==> src/rtl/interruption_controller.sv <==
// Interruption controller: synchronises the user request, runs the watchdog counter,
// holds pending requests and dispatches one strobe per boundary. Optional debounce: USER_DEBOUNCE_EN.
module interruption_controller #(
  parameter int unsigned         WATCHDOG_WIDTH  = 32,
  parameter logic [31:0]         WATCHDOG_PERIOD = 32'd1000000,
  parameter logic [15:0]         DEBOUNCE_CYCLES = 16'd50000
) (
  input  logic clock,
  input  logic reset,
  input  logic user_request,
  input  logic interruption_enable,
  input  logic instruction_boundary,
  input  logic interruption_return,
  input  logic watchdog_enable,
  input  logic watchdog_clear,
  output logic user_interruption,
  output logic watchdog_interruption,
  output logic in_service,
  output logic user_pending,
  output logic watchdog_pending
);

  typedef enum logic [1:0] {
    IDLE,
    DISPATCH,
    SERVICE
  } state_t;

  localparam logic [WATCHDOG_WIDTH-1:0] WD_LAST = WATCHDOG_WIDTH'(WATCHDOG_PERIOD - 32'd1);

  state_t                    state, state_next;
  logic                      sync_meta, sync_level;
  logic                      edge_prev;
  logic                      user_level;
  logic                      user_edge;
  logic [WATCHDOG_WIDTH-1:0] wd_count;
  logic                      wd_expire;
  logic                      dispatch;
  logic                      pick_user, pick_wd;

  // NOTE: sequential state uses non-blocking assignments so every flop samples pre-edge values.
  always_ff @(posedge clock) begin
    if (reset) begin
      sync_meta  <= 1'b0;
      sync_level <= 1'b0;
    end else begin
      sync_meta  <= user_request;
      sync_level <= sync_meta;
    end
  end

`ifdef USER_DEBOUNCE_EN
  logic        deb_level;
  logic [15:0] deb_count;

  // Debounced level follows the synchronised level only after a full run of stable cycles.
  always_ff @(posedge clock) begin
    if (reset) begin
      deb_level <= 1'b0;
      deb_count <= 16'd0;
    end else if (sync_level == deb_level) begin
      deb_count <= 16'd0;
    end else if (deb_count == DEBOUNCE_CYCLES - 16'd1) begin
      deb_level <= sync_level;
      deb_count <= 16'd0;
    end else begin
      deb_count <= deb_count + 16'd1;
    end
  end

  assign user_level = deb_level;
`else
  logic unused_debounce_cfg;
  assign unused_debounce_cfg = ^DEBOUNCE_CYCLES;
  assign user_level          = sync_level;
`endif

  assign user_edge = user_level & ~edge_prev;

  always_ff @(posedge clock) begin
    if (reset) edge_prev <= 1'b0;
    else       edge_prev <= user_level;
  end

  // Clear wins over counting and expiry; the counter runs regardless of FSM state.
  assign wd_expire = watchdog_enable && !watchdog_clear && (wd_count == WD_LAST);

  always_ff @(posedge clock) begin
    if (reset)                wd_count <= '0;
    else if (watchdog_clear)  wd_count <= '0;
    else if (wd_expire)       wd_count <= '0;
    else if (watchdog_enable) wd_count <= wd_count + WATCHDOG_WIDTH'(1);
  end

  // NOTE: every combinational output gets a default first so no latch is inferred.
  always_comb begin
    state_next = state;
    dispatch   = 1'b0;
    case (state)
      IDLE: begin
        if (instruction_boundary && interruption_enable && (user_pending || watchdog_pending)) begin
          dispatch   = 1'b1;
          state_next = DISPATCH;
        end
      end
      DISPATCH: state_next = SERVICE;
      SERVICE:  if (interruption_return) state_next = IDLE;
      default:  state_next = IDLE;
    endcase
  end

  assign pick_user = dispatch & user_pending;
  assign pick_wd   = dispatch & ~user_pending & watchdog_pending;

  // A new event in the same cycle as its dispatch keeps the flag set.
  always_ff @(posedge clock) begin
    if (reset) begin
      state                 <= IDLE;
      user_interruption     <= 1'b0;
      watchdog_interruption <= 1'b0;
      user_pending          <= 1'b0;
      watchdog_pending      <= 1'b0;
    end else begin
      state                 <= state_next;
      user_interruption     <= pick_user;
      watchdog_interruption <= pick_wd;
      user_pending          <= (user_pending & ~pick_user) | user_edge;
      watchdog_pending      <= (watchdog_pending & ~pick_wd) | wd_expire;
    end
  end

  assign in_service = (state != IDLE);

endmodule

==> config.mk <==
export PLATFORM = sky130hd
export DESIGN_NAME = interruption_controller
export DESIGN_NICKNAME = d
export VERILOG_FILES = /design/src/rtl/interruption_controller.sv
export SDC_FILE = /design/constraint.sdc
export NUM_CORES = 1
export LEC_CHECK = 0
export CAP_MARGIN = 10
export CORE_MARGIN = 1
export CORE_UTILIZATION = 50
export CTS_BUF_LIST = sky130_fd_sc_hd__clkbuf_8
export DETAILED_ROUTE_END_ITERATION = 7
export PLACE_DENSITY = 0.81
export REMOVE_ABC_BUFFERS = 1
export SYNTH_ARGS = -nofsm -noshare
export SYNTH_HDL_FRONTEND = slang
export SYNTH_SLANG_ARGS = --single-unit
==> constraint.sdc <==
create_clock -name clock -period 2 [get_ports clock]
set_clock_uncertainty 0.15 [all_clocks]
set_input_delay 0.4 -clock clock [delete_from_list [all_inputs] [get_ports clock]]
set_output_delay 0.4 -clock clock [all_outputs]
set_load 0.01 [all_outputs]
==> flow_summary.toml, run 1 <==
[min_path]
worst_hold_startpoint = "sync_meta"
min_path_cells = 1
min_to = "sync_level"
hp-class = "reg -> reg"

[cells_and_area]
fin_util_pct = 67.8
drive_gt1_share_pct = 21.2
fin_area_um2 = 2320
syn_to_final_growth_pct = 27.8
antenna-diode-count = 0
nFillCells = 260
layout.nets = 249

[synth]
synth-xor-area-share_pct = 12.6
syn_area_um2 = 1810
syn_inst = 199
synth_edf_count = 0
yosysWarnings = 0
synth_area_leaders = "dfxtp_1 45%, xnor2_1 7.7%, nor2_1 7.3%"
synth_top_area_cell = "dfxtp_1"
yosys.area_share.simple_pct = 32.5
ys_seq_elements = 41
synth.avg_cell_area_um2 = 9.10
synth.distinct_cells = 36
synth_flop_cell = "dfxtp_1"
synth_top_family_by_area = "simple AND/OR/NAND/NOR gates"
synth-compound-area-share_pct = 4.97
ys_seq_area_share_pct = 45.3
yosys.area_share.adder_pct = 0.691
synth_mux_area_share_pct = 1.66
yosysTopAreaCellShare_pct = 45.3
async_flop_share_pct = 0

[setup_path]
r2r_cells = 5
rr_startpoint = "wd_count[20]"
crit_type = "reg -> reg"
worstPathRequired_ps = 2080
rrSetupSlack_ps = 70
end_kind = "flip-flop"
startpoint_type = "flip-flop"
r2r_end = "wd_count[27]"
arrival_ps = 2010
crit_fanout = 5

[sta]
finalHoldViolCount = 0
setup-violations-final = 0
min_period_ps = 1930
slew_violations = 0
layout_setup_ws_ps = 70.8
holdWs_ps = 290
max_freq_mhz = 518
relSlewSlack_pct = 76.6
worst_pin_slew_ps = 348
rsz0062_at_grt = "false"
period_share_pct = 96.5

[clock_network]
path_clk_slew_ps = 70
clock_path_buffers = 2
clkLatencyLatePin_ps = 300
h-tree-depth = 2
numClockSinks = 41
postCtsHoldBufs = 0
numCtsBuffers = 5
cts_tree = "yes"
root_buffer = "clkbuf_8"

[route]
vias = 1514
wire_per_inst_um = 13.3
firstDrtPassIters = 4
drtIter0Drc = 65
drc = 0
vias_per_cell = 5.28
ant_nets = 0
wl_um = 3820

[grt]
track_usage_pct = 22.3
grt_max_degree = 17
grt_remaining_overflow = 0
first_global_vias = 1465
antenna_found_initial = 0
grt_pass1_wl_um = 6670

[floorplanning]
die_h_um = 62.2
io-pin-count = 13
initial_core_util_pct = 53.0
rows = 21
die_x_um = 62.2
coreArea_um2 = 3420
dieArea_um2 = 3870

[pwr]
power.density_nw_per_um2 = 635
vdd_drop_max_mv = 0.436
power_leakage_nw = 0.854

[placed_design]
portBuffers = 12
place_area_um2 = 2180
globalplace.congestion = 0.801
detailed_place_hpwl_um = 2680
place_ws_ps = -400

[outcome]
outcome = "finished clean"

[flow_run]
maxCapViolations = 0
power by group:
part / switching (mW) / internal (mW)
clock network: 0.273 / 0.311
logic: 0.0262 / 0.0337
registers: 0.00394 / 0.821
through the flow:
| step | TNS, ps | power [mW] | std cells |
|---|---|---|---|
| after floorplan | -51.6 | 0.862 | 191 |
| after global routing | 0 | 1.54 | 287 |
| after CTS | 0 | 1.49 | 287 |
| final | 0 | 1.47 | 287 |
| after global placement | -6190 | 0.903 | 277 |
| after detailed placement | -6150 | 0.904 | 277 |
Yosys cell counts, types with 2 or more instances:
library cell,number
buf_2,3
nand4_1,9
nor2_1,35
and3_1,4
o21ai_0,2
xnor2_1,16
nor4_1,10
nor3_1,7
inv_1,2
nand4_4,2
and4_1,3
a21oi_1,5
dfxtp_1,41
clkbuf_1,4
nor2b_1,4
nor4b_1,3
a31oi_1,2
mux2i_1,3
and4_4,2
nand2_1,10
xor2_1,10
nand3_1,8
cell families after synthesis:
| logic type | count (synthesis) |
|---|---|
| multiplexers | 3 |
| AND/OR/NAND/NOR | 104 |
| flip-flops | 41 |
| buffers and inverters | 10 |
| AO/OA/AOI/OAI | 14 |
| adder cells (fa/ha/maj) | 1 |
| XOR/XNOR | 26 |
critical path, stage by stage (launching register included):
cell and delay, ps:
dfxtp_1 410, and4_1 250, nand3_1 120, or4_4 510
or3_1 310, a21oi_1 120
layout make-up:
cell class              count  area, um^2  share of cell area, %
clock buffers               7        96.3                   4.16
repair buffers             42         360                   15.6
well taps                  46        57.6                   2.49
inverters                   2        7.51                  0.324
clock inverters             1        5.00                  0.216
flip-flops and latches     41         821                   35.4
multi-input cells         148         968                   41.8
worst max-delay path by stage:
stage                                from            to  slack (ps)  depth (start not counted)
after global routing         wd_count[20]  wd_count[27]          10                          5
after floorplan               wd_count[6]  wd_count[27]         -50                          5
after CTS                 watchdog_enable  wd_count[27]          10                          6
after global placement    watchdog_enable  wd_count[27]        -380                          6
after detailed placement  watchdog_enable  wd_count[27]        -400                          6
final                        wd_count[20]  wd_count[27]          70                          5
per-layer routing:
layer / vias to the layer above / global-route usage (%) / wire length (um) / share of wire, %
met5: - / 0 / 0 / 0
met4: 0 / 13.1 / 77 / 2.0
met3: 7 / 4.41 / 170 / 4.4
met2: 25 / 34.5 / 1740 / 46
met1: 693 / 28.8 / 1830 / 48
li1: 789 / - / - / -
flip-flops by register name, summed over array words and instances, names as in the netlist:
register               flops
wd_count                  32
watchdog_pending           1
watchdog_interruption      1
sync_meta                  1
user_pending               1
sync_level                 1
edge_prev                  1
user_interruption          1
state                      2
cell usage in the layout, fill, tap and decap left out, types with 2 or more instances in the layout:
master           netlist  layout
a21oi_1                5       5
a31oi_1                2       2
and3_1                 4       4
and4_1                 3       3
and4_4                 2       2
buf_4                  0      29
clkbuf_8               0       7
clkdlybuf4s50_1        0      11
dfxtp_1               41      41
inv_1                  2       2
mux2i_1                3       3
nand2_1               10      10
nand3_1                8       7
nand4_1                9       9
nand4_4                2       2
nor2_1                35      35
nor2b_1                4       4
nor3_1                 7       6
nor3_2                 1       2
nor4_1                10       9
nor4b_1                3       3
o21ai_0                2       2
xnor2_1               16      16
xor2_1                10      10
repair_timing:
action                     CTS  global route
setup endpoints to repair    1            27
setup buffers                2             0
resized for setup            0             5
pin swaps                    2             0
(Power assumes the default switching activity.)
==> run 2, diff against run 1 <==
--- a/config.mk
+++ b/config.mk
@@ -5,6 +5,7 @@
 export SDC_FILE = /design/constraint.sdc
 export NUM_CORES = 1
 export LEC_CHECK = 0
+export ABC_CLOCK_PERIOD_IN_PS = 2000
 export CAP_MARGIN = 10
 export CORE_MARGIN = 1
 export CORE_UTILIZATION = 50
==> results of run 2 <==
No change in the layout: final DEF, timing and power equal those of run 1.
==> run 3, diff against run 2 <==
--- a/config.mk
+++ b/config.mk
@@ -7,12 +7,12 @@
 export LEC_CHECK = 0
 export ABC_CLOCK_PERIOD_IN_PS = 2000
 export CAP_MARGIN = 10
-export CORE_MARGIN = 1
-export CORE_UTILIZATION = 50
+export CORE_UTILIZATION = 35
 export CTS_BUF_LIST = sky130_fd_sc_hd__clkbuf_8
 export DETAILED_ROUTE_END_ITERATION = 7
-export PLACE_DENSITY = 0.81
+export PLACE_DENSITY = 0.63
 export REMOVE_ABC_BUFFERS = 1
+export SETUP_SLACK_MARGIN = 0.3
 export SYNTH_ARGS = -nofsm -noshare
 export SYNTH_HDL_FRONTEND = slang
 export SYNTH_SLANG_ARGS = --single-unit
==> flow_summary.toml, run 3 (synthesized netlist as in run 1, its figures left out) <==
[pwr]
vdd_drop_max_mv = 0.418
power_mw = 1.58
p_seq_share_pct = 51.8
power.density_nw_per_um2 = 579
p_int_mw = 1.26
power_leakage_nw = 1.04
power_frac_clock_pct = 43.2
switching_share_pct = 20.2
switchingPower_mw = 0.320
comb_power_share_pct = 5.0

[sta]
min_period_ps = 1870
setup-violations-final = 0
worst_pin_slew_ps = 343
layout_setup_ws_ps = 129
slew_violations = 0
holdWs_ps = 294
rsz0062_at_grt = "true"
relSlewSlack_pct = 76.8
max_freq_mhz = 535
finalHoldViolCount = 0
period_share_pct = 93.5
finalSetupTns_ps = 0

[setup_path]
crit_fanout = 2
r2r_cells = 5
rrSetupSlack_ps = 130
worstPathRequired_ps = 2080
rr_startpoint = "wd_count[4]"
crit_type = "reg -> reg"
end_kind = "flip-flop"
crit_path_start = "wd_count[4]"
startpoint_type = "flip-flop"
arrival_ps = 1950
r2r_end = "wd_count[27]"

[floorplanning]
coreArea_um2 = 4850
initial_core_util_pct = 37.4
die_x_um = 73.9
die_h_um = 73.9
io-pin-count = 13
dieArea_um2 = 5470
rows = 25

[clock_network]
clock_path_buffers = 2
numClockSinks = 41
clkLatencyLatePin_ps = 290
path_clk_slew_ps = 80
cts_tree = "yes"
h-tree-depth = 2
root_buffer = "clkbuf_8"
numCtsBuffers = 5

[placed_design]
place_ws_ps = -387
detailed_place_hpwl_um = 2800
portBuffers = 12
globalplace.congestion = 0.850
place_inst = 296
place_area_um2 = 2190

[grt]
antenna_found_initial = 0
grt_remaining_overflow = 0
track_usage_pct = 17.6
grt_pass1_wl_um = 7160
grt_max_degree = 13
first_global_vias = 1556

[min_path]
worst_hold_startpoint = "sync_meta"
min_path_cells = 1
min_to = "sync_level"
hp-class = "reg -> reg"

[cells_and_area]
syn_to_final_growth_pct = 50.6
drive_gt1_share_pct = 43.1
top_register = "wd_count"
layout_common_cells = "34 x buf_4, 25 x nor2_1, 22 x dfxtp_1, 15 x xnor2_1, 14 x dfxtp_2"
nFillCells = 430
final_common_cell = "buf_4"
layout.nets = 261
antenna-diode-count = 0
top_regs = "wd_count x32, state x2"
fin_util_pct = 56.3
fin_area_um2 = 2730
largest_reg_flops = 32
stdcell_count = 320

[flow_run]
maxCapViolations = 0

[route]
firstDrtPassIters = 4
drtIter0Drc = 84
wl_um = 4740
vias = 1626
wire_per_inst_um = 14.8
ant_nets = 0
vias_per_cell = 5.08
drc = 0

[outcome]
outcome = "finished clean"
## run 3: changes by cell type in the layout (fill, tap and decap cells not counted), sizes merged
cell / previous run / this run
clkinv: 1 / 0
bufinv: 0 / 1
dlymetal6s2s: 1 / 2
clkbuf: 7 / 6
dlygate4sd2: 0 / 5
inv: 2 / 3
clkdlybuf4s50: 11 / 5
buf: 30 / 42
## run 3: worst max-delay path: stages (launching register included)
cell and delay (ps):
dfxtp_2 340, and4_4 240, nand4_4 80, or4_4 540, or3_1 310, a21oi_1 140
## run 3: layout make-up
cell class / instances / area, um^2 / share of cell area [%]
Multi-Input combinational cell: 148 / 1160 / 42.7
Sequential cell: 41 / 857 / 31.4
Timing Repair Buffer: 54 / 498 / 18.3
Tap cell: 67 / 83.8 / 3.07
Clock buffer: 6 / 82.6 / 3.03
Clock inverter: 2 / 33.8 / 1.24
Inverter: 2 / 7.51 / 0.275
## run 3: routing by layer
metal  vias to the layer above  global-route usage [%]  wire [um]
met5                         -                       0          0
met4                         0                    10.5         88
met3                         7                    3.66        117
met2                        21                    28.7       2400
met1                       783                    21.4       2130
li1                        815                       -          -
## run 3: timing repair
item / 4_1_cts / 5_1_grt
endpoints found under the setup margin: 34 / 33
hold buffers: 0 / 0
pin swaps: 11 / 16
cloned: 1 / 0
setup buffers: 6 / 9
resized for setup: 42 / 38
## run 3: power groups by stage
stage | Combinational, mW | Sequential, mW | Clock, mW
after floorplan | 0.0177 | 0.845 | 0
after global placement | 0.0585 | 0.844 | 0
after detailed placement | 0.0589 | 0.844 | 0
after CTS | 0.0697 | 0.822 | 0.694
after global routing | 0.0839 | 0.819 | 0.734
final | 0.0795 | 0.818 | 0.682
## run 3: worst max-delay path by stage
stage,endpoint,cells past startpoint
CTS,wd_count[27],5
finish,wd_count[27],5
detailed placement,wd_count[27],6
floorplan,wd_count[27],5
global route,wd_count[27],5
global placement,wd_count[27],6
